`src/rtl/sumapf_pkg.sv`:
```
// Shared types and constants for the multi-cycle single-precision add/subtract sequencer.
package sumapf_pkg;

   localparam int EXP_W  = 8;
   localparam int MAN_W  = 23;
   localparam int MANT_W = MAN_W + 1;
   localparam int SUM_W  = MANT_W + 1;
   localparam int WORD_W = 1 + EXP_W + MAN_W;

   localparam logic [WORD_W-1:0] QNAN    = 32'h7FC00000;
   localparam logic [EXP_W-1:0]  EXP_MAX = 8'hFF;

   typedef enum logic [2:0] {IDLE, COMPARE, ALIGN, ADD, NORM, DONE} state_t;

   typedef struct packed {
      logic              sign;
      logic [EXP_W-1:0]  exp;
      logic [MANT_W-1:0] mant;
   } fp_unp_t;

   // Denormals flush to zero: a zero exponent carries no hidden bit and no fraction.
   function automatic fp_unp_t fp_unpack(input logic [WORD_W-1:0] w);
      fp_unp_t u;
      u.sign = w[WORD_W-1];
      u.exp  = w[WORD_W-2:MAN_W];
      u.mant = (u.exp == '0) ? '0 : {1'b1, w[MAN_W-1:0]};
      return u;
   endfunction

endpackage

```
`src/rtl/sumapf_seq_ctrl_if.sv`:
```
// Operand/result bus of the FP add/subtract sequencer, plus its FSM state for observation.
interface sumapf_seq_ctrl_if;
   import sumapf_pkg::*;

   // valid/ready: a transfer happens on a rising edge where both are high; the producer
   // holds valid and its payload steady until that edge, and ready never depends on valid.
   logic               in_valid;
   logic               in_ready;
   logic [WORD_W-1:0]  a;
   logic [WORD_W-1:0]  b;
   logic               op_sub;
   logic               out_valid;
   logic               out_ready;
   logic [WORD_W-1:0]  result;
   logic               ovf;
   logic               busy;
   state_t             dbg_state;

   modport master (
      output in_valid, a, b, op_sub, out_ready,
      input  in_ready, out_valid, result, ovf, busy, dbg_state
   );

   modport slave (
      input  in_valid, a, b, op_sub, out_ready,
      output in_ready, out_valid, result, ovf, busy, dbg_state
   );

endinterface

```
`src/rtl/sumapf_seq_ctrl_restador.sv`:
```
// N-bit unsigned subtractor used for the exponent difference (minuend is never the smaller).
module restadorNbits #(
   parameter int N = 8
) (
   input  logic [N-1:0] i_minuend,
   input  logic [N-1:0] i_subtrahend,
   output logic [N-1:0] o_diff
);

   assign o_diff = i_minuend - i_subtrahend;

endmodule

```
`src/rtl/sumapf_seq_ctrl.sv`:
```
// Bit-serial IEEE-754 single add/subtract: compare, align one bit per cycle, add,
// normalize one bit per cycle, then hold the truncated result until it is taken.
module sumapf_seq_ctrl
   import sumapf_pkg::*;
(
   input  logic             clk,
   input  logic             rst_n,
   sumapf_seq_ctrl_if.slave bus
);

   state_t              r_state;
   logic [WORD_W-1:0]   r_a;
   logic [WORD_W-1:0]   r_b;
   logic                r_big_sign;
   logic                r_sign_diff;
   logic [EXP_W-1:0]    r_exp;
   logic [MANT_W-1:0]   r_big_mant;
   logic [MANT_W-1:0]   r_small_mant;
   logic [EXP_W-1:0]    r_d;
   logic [SUM_W-1:0]    r_sum;
   logic [WORD_W-1:0]   r_result;
   logic                r_ovf;
   logic                r_out_valid;
   logic                r_in_ready;
   logic                r_busy;
   logic                r_special_wait;

   fp_unp_t             w_ua;
   fp_unp_t             w_ub;
   fp_unp_t             w_big;
   fp_unp_t             w_small;
   logic                w_swap;
   logic                w_a_inf;
   logic                w_b_inf;
   logic                w_a_nan;
   logic                w_b_nan;
   logic [EXP_W-1:0]    w_diff;

   assign w_ua    = fp_unpack(r_a);
   assign w_ub    = fp_unpack(r_b);
   assign w_swap  = {w_ub.exp, w_ub.mant} > {w_ua.exp, w_ua.mant};
   assign w_big   = w_swap ? w_ub : w_ua;
   assign w_small = w_swap ? w_ua : w_ub;
   assign w_a_inf = (w_ua.exp == EXP_MAX) && (r_a[MAN_W-1:0] == '0);
   assign w_b_inf = (w_ub.exp == EXP_MAX) && (r_b[MAN_W-1:0] == '0);
   assign w_a_nan = (w_ua.exp == EXP_MAX) && (r_a[MAN_W-1:0] != '0);
   assign w_b_nan = (w_ub.exp == EXP_MAX) && (r_b[MAN_W-1:0] != '0);

   restadorNbits #(.N(EXP_W)) u_exp_diff (
      .i_minuend    (w_big.exp),
      .i_subtrahend (w_small.exp),
      .o_diff       (w_diff)
   );

   assign bus.in_ready  = r_in_ready;
   assign bus.out_valid = r_out_valid;
   assign bus.result    = r_result;
   assign bus.ovf       = r_ovf;
   assign bus.busy      = r_busy;
   assign bus.dbg_state = r_state;

   always_ff @(posedge clk or negedge rst_n) begin
      if (!rst_n) begin
         r_state        <= IDLE;
         r_a            <= '0;
         r_b            <= '0;
         r_big_sign     <= 1'b0;
         r_sign_diff    <= 1'b0;
         r_exp          <= '0;
         r_big_mant     <= '0;
         r_small_mant   <= '0;
         r_d            <= '0;
         r_sum          <= '0;
         r_result       <= '0;
         r_ovf          <= 1'b0;
         r_out_valid    <= 1'b0;
         r_in_ready     <= 1'b1;
         r_busy         <= 1'b0;
         r_special_wait <= 1'b0;
      end else begin
         case (r_state)
            IDLE: begin
               if (bus.in_valid && r_in_ready) begin
                  r_a        <= bus.a;
                  r_b        <= {bus.b[WORD_W-1] ^ bus.op_sub, bus.b[WORD_W-2:0]};
                  r_ovf      <= 1'b0;
                  r_in_ready <= 1'b0;
                  r_busy     <= 1'b1;
                  r_state    <= COMPARE;
               end
            end
            COMPARE: begin
               // Special results settle one cycle in DONE before being presented.
               if (w_a_nan || w_b_nan || (w_a_inf && w_b_inf && (w_ua.sign != w_ub.sign))) begin
                  r_result       <= QNAN;
                  r_special_wait <= 1'b1;
                  r_state        <= DONE;
               end else if (w_a_inf || w_b_inf) begin
                  r_result       <= w_a_inf ? r_a : r_b;
                  r_special_wait <= 1'b1;
                  r_state        <= DONE;
               end else begin
                  r_big_sign  <= w_big.sign;
                  r_sign_diff <= w_ua.sign ^ w_ub.sign;
                  r_exp       <= w_big.exp;
                  r_big_mant  <= w_big.mant;
                  if (w_diff > 8'd24) begin
                     r_small_mant <= '0;
                     r_d          <= '0;
                     r_state      <= ADD;
                  end else begin
                     r_small_mant <= w_small.mant;
                     r_d          <= w_diff;
                     r_state      <= (w_diff != '0) ? ALIGN : ADD;
                  end
               end
            end
            ALIGN: begin
               r_small_mant <= r_small_mant >> 1;
               r_d          <= r_d - 8'd1;
               if (r_d == 8'd1) r_state <= ADD;
            end
            ADD: begin
               r_sum   <= r_sign_diff ? ({1'b0, r_big_mant} - {1'b0, r_small_mant})
                                      : ({1'b0, r_big_mant} + {1'b0, r_small_mant});
               r_state <= NORM;
            end
            NORM: begin
               if (r_sum == '0) begin
                  r_result    <= '0;
                  r_out_valid <= 1'b1;
                  r_state     <= DONE;
               end else if (r_sum[SUM_W-1]) begin
                  if (r_exp == EXP_MAX - 8'd1) begin
                     r_result <= {r_big_sign, EXP_MAX, {MAN_W{1'b0}}};
                     r_ovf    <= 1'b1;
                  end else begin
                     r_result <= {r_big_sign, r_exp + 8'd1, r_sum[MAN_W:1]};
                  end
                  r_out_valid <= 1'b1;
                  r_state     <= DONE;
               end else if (r_sum[MAN_W]) begin
                  r_result    <= {r_big_sign, r_exp, r_sum[MAN_W-1:0]};
                  r_out_valid <= 1'b1;
                  r_state     <= DONE;
               end else if (r_exp == 8'd1) begin
                  r_result    <= '0;
                  r_out_valid <= 1'b1;
                  r_state     <= DONE;
               end else begin
                  r_sum <= r_sum << 1;
                  r_exp <= r_exp - 8'd1;
               end
            end
            DONE: begin
               if (r_special_wait) begin
                  r_special_wait <= 1'b0;
                  r_out_valid    <= 1'b1;
               end else if (bus.out_ready) begin
                  r_out_valid <= 1'b0;
                  r_in_ready  <= 1'b1;
                  r_busy      <= 1'b0;
                  r_state     <= IDLE;
               end
            end
            default: r_state <= IDLE;
         endcase
      end
   end

endmodule

```
`src/flat_wrapper.sv`:
```
// flat-port wrapper written by rule: the top's interface ports become plain ports
module sumapf_seq_ctrl_flat import sumapf_pkg::*;
  (clk, rst_n, bus_in_valid, bus_a, bus_b, bus_op_sub, bus_out_ready, bus_in_ready, bus_out_valid, bus_result, bus_ovf, bus_busy, bus_dbg_state);
  sumapf_seq_ctrl_if bus_i ();
  input  logic clk;
  input  logic rst_n;
  input wire logic [$bits(bus_i.in_valid)-1:0] bus_in_valid;
  input wire logic [$bits(bus_i.a)-1:0] bus_a;
  input wire logic [$bits(bus_i.b)-1:0] bus_b;
  input wire logic [$bits(bus_i.op_sub)-1:0] bus_op_sub;
  input wire logic [$bits(bus_i.out_ready)-1:0] bus_out_ready;
  output wire logic [$bits(bus_i.in_ready)-1:0] bus_in_ready;
  output wire logic [$bits(bus_i.out_valid)-1:0] bus_out_valid;
  output wire logic [$bits(bus_i.result)-1:0] bus_result;
  output wire logic [$bits(bus_i.ovf)-1:0] bus_ovf;
  output wire logic [$bits(bus_i.busy)-1:0] bus_busy;
  output wire logic [$bits(bus_i.dbg_state)-1:0] bus_dbg_state;
  assign bus_i.in_valid = bus_in_valid;
  assign bus_i.a = bus_a;
  assign bus_i.b = bus_b;
  assign bus_i.op_sub = bus_op_sub;
  assign bus_i.out_ready = bus_out_ready;
  assign bus_in_ready = bus_i.in_ready;
  assign bus_out_valid = bus_i.out_valid;
  assign bus_result = bus_i.result;
  assign bus_ovf = bus_i.ovf;
  assign bus_busy = bus_i.busy;
  assign bus_dbg_state = bus_i.dbg_state;
  sumapf_seq_ctrl u_core (.clk(clk), .rst_n(rst_n), .bus(bus_i));
endmodule
```
`config.mk`:
```
export PLATFORM = sky130hd
export DESIGN_NAME = sumapf_seq_ctrl_flat
export DESIGN_NICKNAME = d
export VERILOG_FILES = /design/src/rtl/sumapf_pkg.sv /design/src/rtl/sumapf_seq_ctrl_if.sv /design/src/rtl/sumapf_seq_ctrl_restador.sv /design/src/rtl/sumapf_seq_ctrl.sv /design/src/flat_wrapper.sv
export SDC_FILE = /design/constraint.sdc
export NUM_CORES = 1
export LEC_CHECK = 0
export ABC_AREA = 1
export CORE_MARGIN = 4
export CORE_UTILIZATION = 55
export CTS_BUF_LIST = sky130_fd_sc_hd__clkbuf_4 sky130_fd_sc_hd__clkbuf_8
export DETAILED_ROUTE_END_ITERATION = 8
export HOLD_SLACK_MARGIN = 0.12
export PLACE_DENSITY = 0.79
export SYNTH_ARGS = -nofsm -noshare
export SYNTH_HDL_FRONTEND = slang
export SYNTH_SLANG_ARGS = --single-unit
```
`constraint.sdc`:
```
create_clock -name clk -period 3.85 [get_ports clk]
set_input_delay 0.9625 -clock clk [delete_from_list [all_inputs] [get_ports clk]]
set_output_delay 0.9625 -clock clk [all_outputs]
set_load 0.05 [all_outputs]
```
==> results by group <==
Timing
  • Slew Viols, Final: 0
  • Fmax achieved: 0.254 GHz
  • Fin crit period: approximately 3900 ps
  • Period utilisation layout: 102%
  • Slew @ Worst Pin: 832 ps
  • Slew headroom: 44.3%
  • Clock Skew: 23.0 ps
  • Final setup vio count: 29
  • RSZ-0062 raised after global routing: yes
  • Final Hold Viols: 0
  • Fin worst setup slack: -79.7 ps

Detailed routing
  • WL per Instance: 16.4 microns
  • WL final: 35200 microns
  • Vias: approximately 12k
  • DRC: 0
  • Drt via density: 5.71
  • Post-route ant nets: 0
  • Drt first-iter violations: roughly 1.1k
  • Router iterations before antenna repair: 6

Synth
  • Synthesized area per cell: 7.35 sq um
  • Cell area after synthesis: around 13000 sq um
  • Post-synthesis cell count: 1725
  • Sequential-to-total area share from yosys stat: 38.5%
  • Library cells used by synthesis: 56
  • Post-synthesis register bit count: 195
  • Asr flop ratio synth: 100%
  • Post-synth net total: approximately 1.9k
  • Count of flip-flops with a built-in enable after synthesis: 0
  • Most common flop cell mapped by yosys: dfrtp_1
  • Warnings, synthesis: 0

CTS
  • Skew-Pair Late Insertion Delay: 490 ps
  • CTS tree: built
  • CTS clk-pin slew, worst paths: 120 ps
  • Total CTS buffers: 17
  • Clk root buf: clkbuf_8
  • CTS H-tree lvls: 4
  • CTS Sinks: 195
  • Bufs on Longest Clock Path: 2
  • CTS hold repair buffers: 0

Worst hold path
  • Worst min path class: primary input to asynchronous set/reset pin

GRT
  • GRT overflow: 0
  • Number of global-route vias before repair: between 10k and 15k
  • Largest net degree at the start of global routing: 98
  • Global-route wire length before repair: 56000 microns
  • Total GRT Usage: 26.5%
  • Antenna violations before repair: 0

Setup path
  • Worst EP required: roughly 4200 ps
  • Launching point of the worst reg2reg path: u_core.r_b[23]
  • Crit-path max FO: 6
  • R2r setup slk: -80 ps
  • CP Launch Type: flop
  • Critical path's slowest cell: dfrtp_1
  • R2r endpoint: u_core.r_small_mant[17]
  • Worst reg-to-reg path cell count: 30
  • CP peak stage delay: between 400 and 500 ps
  • Most frequent cell on the critical path: nand2_2
  • Critical Setup Path Class: flop to flop
  • Crit. End Element: flop
  • CP arrival: roughly 4300 ps

Finish
  • # diodes: 0
  • Commonest non-fill, non-tap cell in the layout: nand2_1
  • Post-layout nets: 1989
  • Layout cell share with drive strength beyond 1: 11.8%
  • Most frequent cells in the layout: 368 x nand2_1, 208 x inv_1, 194 x dfrtp_1
  • Area growth syn-to-layout: 20.2%
  • Post-Layout Inst Area: about 15000 sq um

Power
  • Sw frac: 25.4%
  • Sw power: 909 uW
  • Seq pwr share: about 57%
  • Pwr/cell area: 235 nW/um^2
  • Peak supply drop: 209 uV
  • Clock Power Share: roughly two fifths
  • Logic pwr share: 3.1%
  • LEAKAGE: 0.00777 uW
  • Power Total: roughly 3600 uW
  • Pint: 2670 uW

Die
  • Die H: 160 microns
  • Starting Density: between 50% and 60%
  • Core area: roughly 23000 sq um
  • Num ports: roughly 110
  • Cell row count: 55
  • Die ar.: between 20000 and 30000 sq um
  • Die width: 160 microns

Placed design
  • I/O Buffers: between 100 and 150
  • Setup WS pre-CTS: -11.4 ps
  • HPWL after detailed placement: between 20000 and 30000 microns
  • Placed inst area: 14400 sq um
  • RD Place Congestion: 0.949

Run status
  • Run status: finished with violations
  • Violated checks: negative setup slack

Run
  • MaxCap Viol Count: 0
[synthesized netlist by cell type (all sizes together), types with 7 or more instances]
cell | instances | share of area [%]
inv | 219 | 6.5
a22oi | 23 | 1.4
nand4 | 34 | 1.8
a31oi | 39 | 1.9
nand3 | 104 | 4.5
nor2 | 164 | 5.1
o211ai | 7 | 0.41
xnor2 | 7 | 0.48
dfrtp | 194 | 38
nand2 | 390 | 12
o22ai | 47 | 2.3
nor3 | 14 | 0.55
nor4 | 10 | 0.54
o21ai | 145 | 5.7
xor2 | 27 | 1.9
ha | 64 | 6.3
buf | 11 | 0.60
o31ai | 17 | 1.0
clkbuf | 61 | 1.8
a21oi | 108 | 4.5
[power by group through the flow]
stage / registers [uW] / logic (uW) / clock network, uW
2_1_floorplan: 2090 / 0.908 / 0
3_3_place_gp: 2090 / 115 / 0
3_5_place_dp: 2090 / 116 / 0
4_1_cts: 2050 / 116 / 1440
5_1_grt: 2050 / 125 / 1520
6_report: 2050 / 113 / 1420
[logic make-up (layout without fill, tap and decap cells)]
kind of cell | after synthesis | after routing | share of synthesized area [%]
DFF | 195 | 195 | 38.5
AOI/OAI and AO/OA | 410 | 410 | 18.8
xor gates and xnor gates | 34 | 34 | 2.35
muxes | 1 | 1 | 0.0790
adders and majority gates | 65 | 65 | 6.48
and+or+nand+nor | 725 | 725 | 24.7
buffers and inverters | 295 | 438 | 9.03
[per-stage QoR]
| stage | TNS (ps) | cells | utilization (%) | hold WS (ps) |
|---|---|---|---|---|
| final | -952 | 2153 | 67.3 | 448 |
| after global placement | 0 | 2109 | 63.5 | 453 |
| after floorplan | 0 | 1725 | - | 454 |
| after global routing | -6140 | 2153 | 67.3 | 472 |
| after detailed placement | -21.4 | 2109 | 63.5 | 458 |
| after CTS | 0 | 2141 | 65.3 | 473 |
[flip-flops by register name, summed over array words and instances (netlist names)]
signal	cells
u_core.r_big_sign	1
u_core.r_small_mant	24
u_core.r_special_wait	1
u_core.bus.dbg_state	3
u_core.bus.result	32
u_core.r_a	32
u_core.r_sign_diff	1
u_core.bus.ovf	1
u_core.r_sum	25
u_core.bus.out_valid	1
u_core.r_big_mant	24
u_core.r_d	8
u_core.bus.busy	1
u_core.bus.in_ready	1
u_core.r_exp	8
u_core.r_b	32
[worst max-delay path: cells and delay by family, from the launching register on]
| family | cells | cell delay, ps |
|---|---|---|
| DFF | 1 | 410 |
| AOI/OAI and AO/OA | 2 | 340 |
| buffers and inverters | 4 | 560 |
| adders and majority gates | 2 | 480 |
| and+or+nand+nor | 22 | 2040 |
[per-layer routing]
metal	vias to the layer above	track usage [%]	wire length, microns
met1	5701	40.0	16300
li1	6065	-	-
met5	-	0	0
met4	0	6.57	741
met2	471	40.4	15700
met3	54	3.66	2520
[area by class of cell]
class	instances	area (sq um)
tap	285	357
fill	1965	7400
sequential	195	4880
clock inverter	15	180
multi-input combinational	1235	6960
timing repair buffer	181	1750
inverter	223	855
timing repair inverter	2	17.5
clock buffer	17	234
[timing repair]
action,4_1_cts,5_1_grt
gates resized for setup,1,86
pin swaps,0,30
gates cloned,0,5
setup endpoints to repair,15,49
setup buffers,0,7
[how the worst max path moves through the flow]
stage	start	end	slack [ps]	cells past startpoint
6_report	u_core.r_b[23]	u_core.r_small_mant[17]	-80	30
4_1_cts	u_core.r_b[28]	u_core.r_small_mant[10]	6	29
5_1_grt	u_core.r_b[23]	u_core.r_small_mant[0]	-250	30
3_3_place_gp	u_core.r_b[23]	u_core.r_small_mant[10]	80	29
2_1_floorplan	u_core.r_a[29]	u_core.r_d[2]	30	32
3_5_place_dp	u_core.r_b[29]	u_core.r_small_mant[7]	-10	29
(Power assumes the default switching activity.)
